[config.mk]
export PLATFORM = sky130hd
export DESIGN_NAME = serial_adder
export DESIGN_NICKNAME = d
export VERILOG_FILES = /design/src/rtl/serial_arith_pkg.sv /design/src/rtl/full_adder_cell.sv /design/src/rtl/serial_adder.sv
export SDC_FILE = /design/constraint.sdc
export NUM_CORES = 1
export LEC_CHECK = 0
export ABC_AREA = 0
export CORE_MARGIN = 2
export CORE_UTILIZATION = 42
export CTS_BUF_LIST = sky130_fd_sc_hd__clkbuf_16
export CTS_CLUSTER_DIAMETER = 40
export DETAILED_ROUTE_END_ITERATION = 7
export GPL_ROUTABILITY_DRIVEN = 0
export MAX_ROUTING_LAYER = met4
export PLACE_DENSITY_LB_ADDON = 0.12
export SETUP_SLACK_MARGIN = 0.02
export SYNTH_ARGS = -nofsm -noshare
export SYNTH_HDL_FRONTEND = slang
export SYNTH_SLANG_ARGS = --single-unit
[constraint.sdc]
create_clock -name clk -period 2.5 [get_ports clk]
set_clock_uncertainty 0.1 [all_clocks]
set_input_delay 0.5 -clock clk [delete_from_list [all_inputs] [get_ports clk]]
set_output_delay 0.5 -clock clk [all_outputs]
set_load 0.01 [all_outputs]
[src/rtl/serial_arith_pkg.sv]
// serial_arith_pkg: shared FSM states and sizing helpers for bit-serial arithmetic blocks
package serial_arith_pkg;
  typedef enum logic [1:0] {IDLE, ADD, DONE} state_t;
  localparam int DEF_WIDTH = 4;
  localparam int CNT_W = $clog2(DEF_WIDTH);
  function automatic int cnt_width(input int w);
    return (w < 2) ? 1 : $clog2(w);
  endfunction
endpackage

[src/rtl/full_adder_cell.sv]
// full_adder_cell: combinational 1-bit full adder
module full_adder_cell (
  input  logic a,
  input  logic b,
  input  logic ci,
  output logic s,
  output logic co
);
  assign s  = a ^ b ^ ci;
  assign co = (a & b) | (a & ci) | (b & ci);
endmodule

[src/rtl/serial_adder.sv]
// serial_adder: bit-serial ripple-carry adder, one bit per clock with a start/busy/done handshake
module serial_adder
  import serial_arith_pkg::*;
#(
  parameter int WIDTH = 4
) (
  input  logic             clk,
  input  logic             rst,
  input  logic             start,
  input  logic [WIDTH-1:0] a,
  input  logic [WIDTH-1:0] b,
  input  logic             cin,
  output logic             busy,
  output logic             done,
  output logic [WIDTH-1:0] sum,
  output logic             cout,
  output logic             ovf
);
  localparam int CW = cnt_width(WIDTH);
  state_t state, state_nx;
  logic [WIDTH-1:0] opa, opb, psum, psum_nx;
  logic [CW-1:0] cnt;
  logic carry, s, co, last;
  full_adder_cell u_fa (.a(opa[0]), .b(opb[0]), .ci(carry), .s(s), .co(co));
  assign last    = cnt == CW'(WIDTH - 1);
  assign psum_nx = {s, psum[WIDTH-1:1]};
  assign busy    = state != IDLE;
  assign done    = state == DONE;
  always_comb begin
    state_nx = state;
    case (state)
      IDLE:    state_nx = start ? ADD : IDLE;
      ADD:     state_nx = last ? DONE : ADD;
      default: state_nx = IDLE;
    endcase
  end
  always_ff @(posedge clk) begin
    if (rst) state <= IDLE;
    else     state <= state_nx;
  end
  always_ff @(posedge clk) begin
    if (rst) begin
      opa   <= '0;
      opb   <= '0;
      psum  <= '0;
      cnt   <= '0;
      carry <= 1'b0;
      sum   <= '0;
      cout  <= 1'b0;
      ovf   <= 1'b0;
    end else if (state == IDLE && start) begin
      opa   <= a;
      opb   <= b;
      carry <= cin;
      cnt   <= '0;
      psum  <= '0;
    end else if (state == ADD) begin
      opa   <= opa >> 1;
      opb   <= opb >> 1;
      carry <= co;
      psum  <= psum_nx;
      cnt   <= cnt + 1'b1;
      // carry still holds the carry into the MSB on the last bit
      if (last) begin
        sum  <= psum_nx;
        cout <= co;
        ovf  <= carry ^ co;
      end
    end
  end
endmodule

==> metrics.md, run 1 <==
| Metric | Value |
|---|---|
| Synth area leaders | `dfxtp_1 (47%), a21oi_1 (8.0%), nand2_1 (7.6%)` |
| Final worst-path cycle share | `83.0%` |
| Grt ovf | `0` |
| Worst slew pin tran | `0.433 ns` |
| Synthesized Nets | `123` |
| Total global-route track usage | `15.9%` |
| # H-tree levels | `1` |
| Dpl hpwl | `1260 um` |
| DR pass1 iterations | `4` |
| Yosys cell types | `26` |
| Layout Cells excl Fill | `154` |
| Power per cell area | `674 nW/um2` |
| CP bufs+invs | `2` |
| Critical path launch point type | `flip-flop` |
| Global-route wire length before repair | `3100 um` |
| TritonCTS clock tree | `built` |
| Top cell type's share of synthesized area | `47.0%` |
| Die W | `51.2 um` |
| Hold_buf cts | `0` |
| Critical Path End Type | `output pin` |
| Inst Count DP | `150` |
| Final hold vios | `0` |
| Slowest-stage cell, CP | `clkdlybuf4s50_1` |
| Clock latency on the worst-skew pair | `0.25 ns` |
| Clock group share of total power | `41.3%` |
| Max-Cap Viols | `0` |
| CTS resizes | `0` |
| Min Tclk post-route | `2.08 ns` |
| Worst r2r src | `state[1]` |
| Core area | `2170 um2` |
| Routed WL | `1760 um` |
| Worst hold start | `sum[2]` |
| Pleak | `0.441 nW` |
| I/O Pins | `20` |
| Hold WC Path Type | `reg -> reg` |
| Combinational power share | `11.6%` |
| Worst Hold Path Cells | `2` |
| F_max | `0.482 GHz` |
| Fillcell total | `220` |
| Switching Share | `22.4%` |
| CTS clk-pin slew, worst paths | `0.06 ns` |
| Setup violations, final | `0` |
| Met1 GRT Util | `19.9%` |
| Yosys top cell by area | `dfxtp_1` |
| Internal power | `0.000627 W` |
| Multi-input logic area | `440 um2` |
| Register bit total from synthesis | `22` |
| Cells after Synth | `109` |
| Clk sinks | `22` |
| RSZ-0062 raised after global routing | `no` |
| Worst VDD drop | `350 uV` |
| Largest net degree at the start of global routing | `19` |
| Post-synthesis sequential area ratio | `47.0%` |
| R2R depth | `3` |
| GR Util met2 | `26.4%` |
| Clock root buffer | `clkbuf_16` |
| Yosys warns | `0` |
| Fin. max-slew vios | `0` |
| CTS Buf Count | `3` |
| Largest delay contributor family on the critical path | `buffers and inverters` |
| I/O Buffers | `19` |
| Critical Path, Cell by Cell | `inv_1 -> nand2_1 -> clkdlybuf4s50_1` |
| Hold endpoint | `sum[2]` |
| Initial detailed-routing violation count | `18` |
| Critical R2R Capture | `opa[1]` |
| Initial Util | `43.2%` |
| Setup bufs post-CTS | `0` |
| Initial antenna violation count | `0` |
| Area delta synth->final | `28.0%` |
| Diode count | `0` |
| Vias in the first global route | `750` |
| Critical setup path kind | `reg -> out` |
| Worst Path Max Fanout | `9` |
| Outcome | `complete, no violations` |
| Longest Clk Path Bufs | `2` |
| Die height | `51.2 um` |
| Grt met3 use | `2.63%` |
| Critical path arrival | `1.48 ns` |
| CP required | `1.90 ns` |
| Vias per inst | `5.00` |
| Row count | `17` |
| Via count | `770` |
| Post-Syn Area | `937 um2` |
| Remaining antenna violation count | `0` |
| Worst R2R Setup Slack | `1.08 ns` |
| Sw power | `0.000181 W` |
| DR DRC count | `0` |
| Worst slew margin | `71.0%` |
| Share of post-route cells with drive strength above 1 | `7.14%` |
| Wire per inst | `11.4 um` |
| FF+latch area | `440 um2` |
| CP peak stage delay | `0.53 ns` |
| Die area | `2630 um2` |
| Final TNS setup | `0 ns` |
| Syn Area/Cell | `8.60 um2` |
| Final hold slack | `0.353 ns` |
| Gr busiest metal | `met2` |
| Flop pwr share | `47.1%` |
| Final net count | `141` |
==> through the flow <==
step,total power (W),area (um2),setup WS [ns],util [%]
finish,0.000809,1200,0.424,55.3
global route,0.000837,1200,0.330,55.3
CTS,0.000814,1200,0.412,55.3
detailed placement,0.000483,1120,0.536,51.7
global placement,0.000480,1120,0.573,51.7
floorplan,0.000455,937,1.17,-
==> placed cells by master, fill, tap and decap left out, types with 2 or more instances in the layout <==
cell | netlist | final
a211oi_1 | 7 | 7
a21oi_1 | 15 | 15
clkbuf_16 | 0 | 3
clkdlybuf4s50_1 | 0 | 19
dfxtp_1 | 22 | 22
inv_1 | 2 | 2
nand2_1 | 19 | 19
nand2b_1 | 2 | 2
nand3_1 | 6 | 6
nor2_1 | 12 | 12
o22ai_1 | 3 | 3
==> routing by layer <==
layer  wire [um]  vias to the layer above
li1            -                      406
met1         843                      349
met2         848                       13
met3          61                        2
met4           9                        0
met5           0                        -
==> worst min-delay path, cell delays in order (launching register included) <==
cell and delay (ns):
dfxtp_1 0.31, nand2_1 0.05, a21oi_1 0.05
==> Yosys cell counts, drive strengths merged <==
cell and number:
nor3b 1, a21oi 15, mux2i 1, o21ba 1
inv 2, xor2 1, xnor2 1, and2b 1
buf 4, nand3b 1, a211oi 7, nand2b 3
o21a 1, nand2 19, clkbuf 3, nor3 1
o22ai 3, ha 1, or3b 1, dfxtp 22
nand3 6, nor2 13, fa 1
==> worst max-delay path by stage <==
stage	from	endpoint	slack, ns	depth (start not counted)
after floorplan	start	opa[3]	1.17	4
after global placement	start	cnt[0]	0.57	4
after detailed placement	start	psum[1]	0.54	4
after CTS	state[0]	busy	0.41	3
after global routing	state[1]	done	0.33	3
final	state[0]	busy	0.42	3
==> power groups by stage <==
stage	sequential (W)	clock, W	combinational [W]
floorplan	0.000383	0	0.0000714
global placement	0.000388	0	0.0000923
detailed placement	0.000389	0	0.0000939
CTS	0.000381	0.000338	0.0000943
global route	0.000383	0.000348	0.000106
finish	0.000381	0.000334	0.0000940
==> logic make-up (layout without fill, tap and decap cells) <==
logic type,after synthesis,after routing,share of synthesized area [%]
xor gates and xnor gates,2,2,1.87
muxes,1,1,1.07
buffers and inverters,9,26,6.01
adders and majority gates,2,2,3.47
and+or+nand+nor,46,46,23.1
AOI/OAI and AO/OA,27,27,17.5
DFF,22,22,47.0
==> layout make-up <==
class / count / share of cell area [%]
tap: 28 / 2.92
timing repair buffer: 20 / 16.5
inverter: 2 / 0.626
sequential: 22 / 36.7
clock inverter: 1 / 0.313
multi-input combinational: 78 / 36.7
clock buffer: 3 / 6.26
==> state kept, by name, indices dropped and copies added, names as in the netlist <==
signal  flops
cout        1
psum        3
carry       1
ovf         1
cnt         2
opa         4
state       2
opb         4
sum         4
(Power assumes the default switching activity.)
==> run 2, diff against run 1 <==
Clock period 2.5 ns to 2.1 ns, I/O delays scaled along.
==> run 2 against run 1 <==
Effect of this change: core utilization increased by 0.35 points; first-iteration DRC count decreased by 50%; global-route usage increased by 0.10 points; clock power increased by 17%; power increased by 19%; non-clock buffer count increased by 1; critical endpoint is now done; largest power group unchanged.
==> metrics.md, run 2 (synthesis gave the netlist of run 1 again) <==
| Metric | Value |
|---|---|
| Critical Path End Type | `output pin` |
| CTS clk-pin slew, worst paths | `0.05 ns` |
| Worst slew margin | `72.3%` |
| F_max | `0.503 GHz` |
| Max-Cap Viols | `0` |
| Final worst-path cycle share | `94.6%` |
| TritonCTS clock tree | `built` |
| Global-route wire length before repair | `3030 um` |
| Die area | `2630 um2` |
| Critical path launch point type | `flip-flop` |
| Slowest-stage cell, CP | `clkdlybuf4s50_1` |
| Vias in the first global route | `730` |
| Initial antenna violation count | `0` |
| Flop pwr share | `47.0%` |
| Vias per inst | `5.06` |
| Clock latency on the worst-skew pair | `0.25 ns` |
| # H-tree levels | `1` |
| Hold_buf cts | `0` |
| Pleak | `0.446 nW` |
| I/O Pins | `20` |
| Longest Clk Path Bufs | `2` |
| Final core occ | `55.7%` |
| Setup bufs post-CTS | `0` |
| Share of post-route cells with drive strength above 1 | `7.87%` |
| Crit path launch | `state[1]` |
| Hold WC Path Type | `reg -> reg` |
| RSZ-0062 raised after global routing | `no` |
| Row count | `17` |
| Via count | `785` |
| Crit path to | `done` |
| Dpl hpwl | `1250 um` |
| Remaining antenna violation count | `0` |
| DR DRC count | `0` |
| Power per cell area | `794 nW/um2` |
| Stages on worst setup path | `3` |
| Area delta synth->final | `28.8%` |
| Final net count | `142` |
| Initial detailed-routing violation count | `9` |
| Internal power | `0.000749 W` |
| Most frequent cells in the layout | `dfxtp_1 (22), nand2_1 (19), clkdlybuf4s50_1 (19)` |
| Grt ovf | `0` |
| Die W | `51.2 um` |
| Switching Share | `21.9%` |
| Clock group share of total power | `40.8%` |
| Worst hold start | `sum[0]` |
| CP bufs+invs | `2` |
| Die height | `51.2 um` |
| Clock root buffer | `clkbuf_16` |
| Worst R2R Setup Slack | `0.69 ns` |
| Initial Util | `43.2%` |
| Final TNS setup | `0 ns` |
| Sw power | `0.000210 W` |
| Largest registers | `opa: 4 flops, opb: 4 flops, sum: 4 flops` |
| Min Tclk post-route | `1.99 ns` |
| R2R depth | `4` |
| CP required | `1.58 ns` |
| Diode count | `0` |
| Worst Path Max Fanout | `7` |
| Largest delay contributor family on the critical path | `buffers and inverters` |
| Worst r2r src | `cnt[0]` |
| Critical Path, Cell by Cell | `inv_1 -> nor2_1 -> clkdlybuf4s50_1` |
| CP peak stage delay | `0.54 ns` |
| Worst slew pin tran | `0.416 ns` |
| I/O Buffers | `19` |
| Worst VDD drop | `520 uV` |
| Clk sinks | `22` |
| Combinational power share | `12.2%` |
| Critical R2R Capture | `cout` |
| Core area | `2170 um2` |
| Total global-route track usage | `16.0%` |
| Critical setup path kind | `reg -> out` |
| Outcome | `complete, no violations` |
| Largest net degree at the start of global routing | `18` |
| Fin. max-slew vios | `0` |
| Final hold vios | `0` |
| Routed WL | `1730 um` |
| Critical path arrival | `1.47 ns` |
| CTS resizes | `0` |
| CTS Buf Count | `3` |
| DR pass1 iterations | `4` |
| Most common cell after layout, fill and taps aside | `dfxtp_1` |
| Setup violations, final | `0` |
| Wire per inst | `11.2 um` |
==> run 2: cell types whose count changed in the layout (fill, tap and decap cells not counted) <==
cell,change
buf_4,+1
==> run 2: cell type report <==
class	count	area [um2]
inverters	2	7.51
repair buffers	21	205
clock inverters	1	3.75
flip-flops and latches	22	440
well taps	28	35.0
multi-input cells	78	440
clock buffers	3	75.1
fillers	231	962
==> run 2: power groups by stage <==
stage / logic [W] / registers (W) / clock network (W)
CTS: 0.000118 / 0.000451 / 0.000404
global route: 0.000130 / 0.000454 / 0.000416
global placement: 0.000116 / 0.000459 / 0
finish: 0.000117 / 0.000451 / 0.000391
detailed placement: 0.000118 / 0.000460 / 0
floorplan: 0.0000850 / 0.000456 / 0
==> run 2: tightest hold or removal path: cells and delay by family (launching register included) <==
| kind | cells | cell delay, ns |
|---|---|---|
| DFF | 1 | 0.30 |
| and+or+nand+nor | 1 | 0.05 |
| AOI/OAI and AO/OA | 1 | 0.05 |
==> run 2: worst min-delay path by stage <==
stage                          to  slack (ns)  depth (start not counted)
after floorplan           psum[1]        0.34                          2
after global placement     sum[1]        0.34                          2
after detailed placement   sum[0]        0.35                          2
after CTS                  sum[0]        0.35                          2
after global routing       sum[1]        0.38                          2
final                      sum[0]        0.35                          2
==> run 2: layer usage <==
layer / vias to the layer above / global-route usage, % / share of wire [%]
met5: - / - / 0
met4: 0 / 9.21 / 1.4
met3: 4 / 2.63 / 3.0
met2: 13 / 25.3 / 48
met1: 356 / 19.5 / 48
li1: 412 / - / -
==> run 2: through the flow <==
stage	hold WS [ns]	power, W	area (um2)	setup WS, ns	std cells
floorplan	0.336	0.000541	937	0.772	109
global placement	0.343	0.000575	1130	0.245	151
detailed placement	0.347	0.000577	1130	0.211	151
CTS	0.355	0.000973	1210	0.0993	155
global route	0.375	0.00100	1210	0.0454	155
finish	0.351	0.000959	1210	0.113	155
==> variant: new RTL, settings of run 2 <==
Encoding of `state_t`: now one-hot (3 bits for 3 states).
--- a/src/rtl/serial_arith_pkg.sv
+++ b/src/rtl/serial_arith_pkg.sv
@@ -1,6 +1,6 @@
 // serial_arith_pkg: shared FSM states and sizing helpers for bit-serial arithmetic blocks
 package serial_arith_pkg;
-  typedef enum logic [1:0] {IDLE, ADD, DONE} state_t;
+  typedef enum logic [2:0] {IDLE = 3'b001, ADD = 3'b010, DONE = 3'b100} state_t;
   localparam int DEF_WIDTH = 4;
   localparam int CNT_W = $clog2(DEF_WIDTH);
   function automatic int cnt_width(input int w);
Behaviour: same outputs for any inputs over 10 cycles, from zero or initial values and one cycle with rst high; not proved beyond that.
==> variant against run 2 <==
Sequential cell count up 1. Cell area up 3.8%. Critical path depth decreased by 1. Clock power increased by 2%. Register-to-register slack worse by 0.12 ns. Wire length increased by 9.0%. Worst setup slack improved by 0.068 ns. Sequential share of layout area is 0.35 points higher. Area after synthesis grew 2.4%. Core utilization rose by 1.6 points. Sequential power rose by 4%. Total power is 1.6% higher. Combinational power shrank 11%. Die area up 2.2%.
==> variant: results (changes against run 2) <==
[global_route]
grt_usage = 0.167  ; +0.00699
use_met1 = 0.225  ; +0.0302
use_met2 = 0.254  ; +0.00103
antenna_found_initial = 0  ; unchanged
grt_pass1_vias = 742  ; +1.6%
grt_max_degree = 16  ; -2
grtUsageMet3 = 0.0345  ; +0.00817
grt_pass1_wl_mm = 3.34  ; +10%

[synth]
synth_fp_nets = 126  ; +2.4%
synth_flop_cell = dfxtp_1
seq_area_frac_synth = 0.480  ; +0.00983
ys_top_cells_by_area = dfxtp_1 48%, a21oi_1 9.4%, nand2_1 9.4%
synth_common_cells = 24 x nand2_1, 23 x dfxtp_1, 18 x a21oi_1
synth_cell_types = 23  ; -12%

[drt]
wl_met3_um = 68  ; +31%
met2_length_um = 865  ; +5.1%
wl_mm = 1.89  ; +9.0%
wl_met1_um = 944  ; +14%

[pwr]
switching_share = 0.214  ; -0.00446
ir_worst_vdd_uv = 626  ; +20%
p_leak_nw = 0.441  ; -1.1%

[critical_path]
slowest_delay_ns = 0.56  ; +0.02 ns
r2r-start = state[1]
crit_arrival_ns = 1.40  ; -0.07 ns
crit_start = state[0]
cp_max_fo = 8  ; +1

[timing]
relSlewSlack = 0.677  ; -0.0461

[place]
dp_hpwl_mm = 1.34  ; +7.2%
pre_cts_ws_ns = 0.336  ; +0.125 ns

[hold_path]
worstHoldPathType = flop to flop
min_from = sum[0]

[final_layout]
drive_above_1_share = 0.0840  ; +0.00523
fillCellCount = 204  ; -12%
fin_nets = 146  ; +2.8%

[cts]
cts-buffers-inserted = 3  ; unchanged

[run_status]
status = finished clean

-- variant: final cells by class --
cell class | instances | area, sq um | area share
Clock buffer | 3 | 75.1 | 0.0599
Clock inverter | 1 | 5.00 | 0.00399
Multi-Input combinational cell | 81 | 457 | 0.364
Sequential cell | 23 | 462 | 0.368
Tap cell | 28 | 35.0 | 0.0279
Timing Repair Buffer | 23 | 220 | 0.176
-- variant: what timing repair did --
action | 4_1_cts | 5_1_grt
hold buffers | 0 | 0
setup endpoints to repair | 0 | 1
gates resized for setup | 0 | 1
-- variant: power by group through the flow --
stage | clock network, mW | registers (mW) | logic, mW
5_1_grt | 0.429 | 0.474 | 0.115
2_1_floorplan | 0 | 0.476 | 0.0653
6_report | 0.400 | 0.470 | 0.104
3_3_place_gp | 0 | 0.479 | 0.103
4_1_cts | 0.409 | 0.470 | 0.105
3_5_place_dp | 0 | 0.480 | 0.104
-- variant: cell families after synthesis --
| family | after synthesis | share of synthesized area |
|---|---|---|
| flops | 23 | 0.480 |
| xor+xnor | 2 | 0.0183 |
| fa+ha+maj | 2 | 0.0339 |
| buf+inv | 8 | 0.0443 |
| simple gates | 49 | 0.252 |
| compound gates | 28 | 0.172 |
-- variant: path summary, 6_finish.rpt --
kind | end | slack, ns | depth (start not counted)
setup / recovery | done | 0.18 | 2
hold / removal | sum[0] | 0.35 | 2
hold reg to reg | sum[0] | 0.35 | 2
setup reg to reg | state[1] | 0.57 | 3
-- variant: through the flow --
stage	utilization	std cells	hold WS, ns	instance area [sq um]
floorplan	-	112	0.332	960
global placement	0.535	155	0.344	1170
detailed placement	0.535	155	0.348	1170
CTS	0.572	159	0.357	1250
global route	0.572	159	0.377	1250
finish	0.572	159	0.353	1250
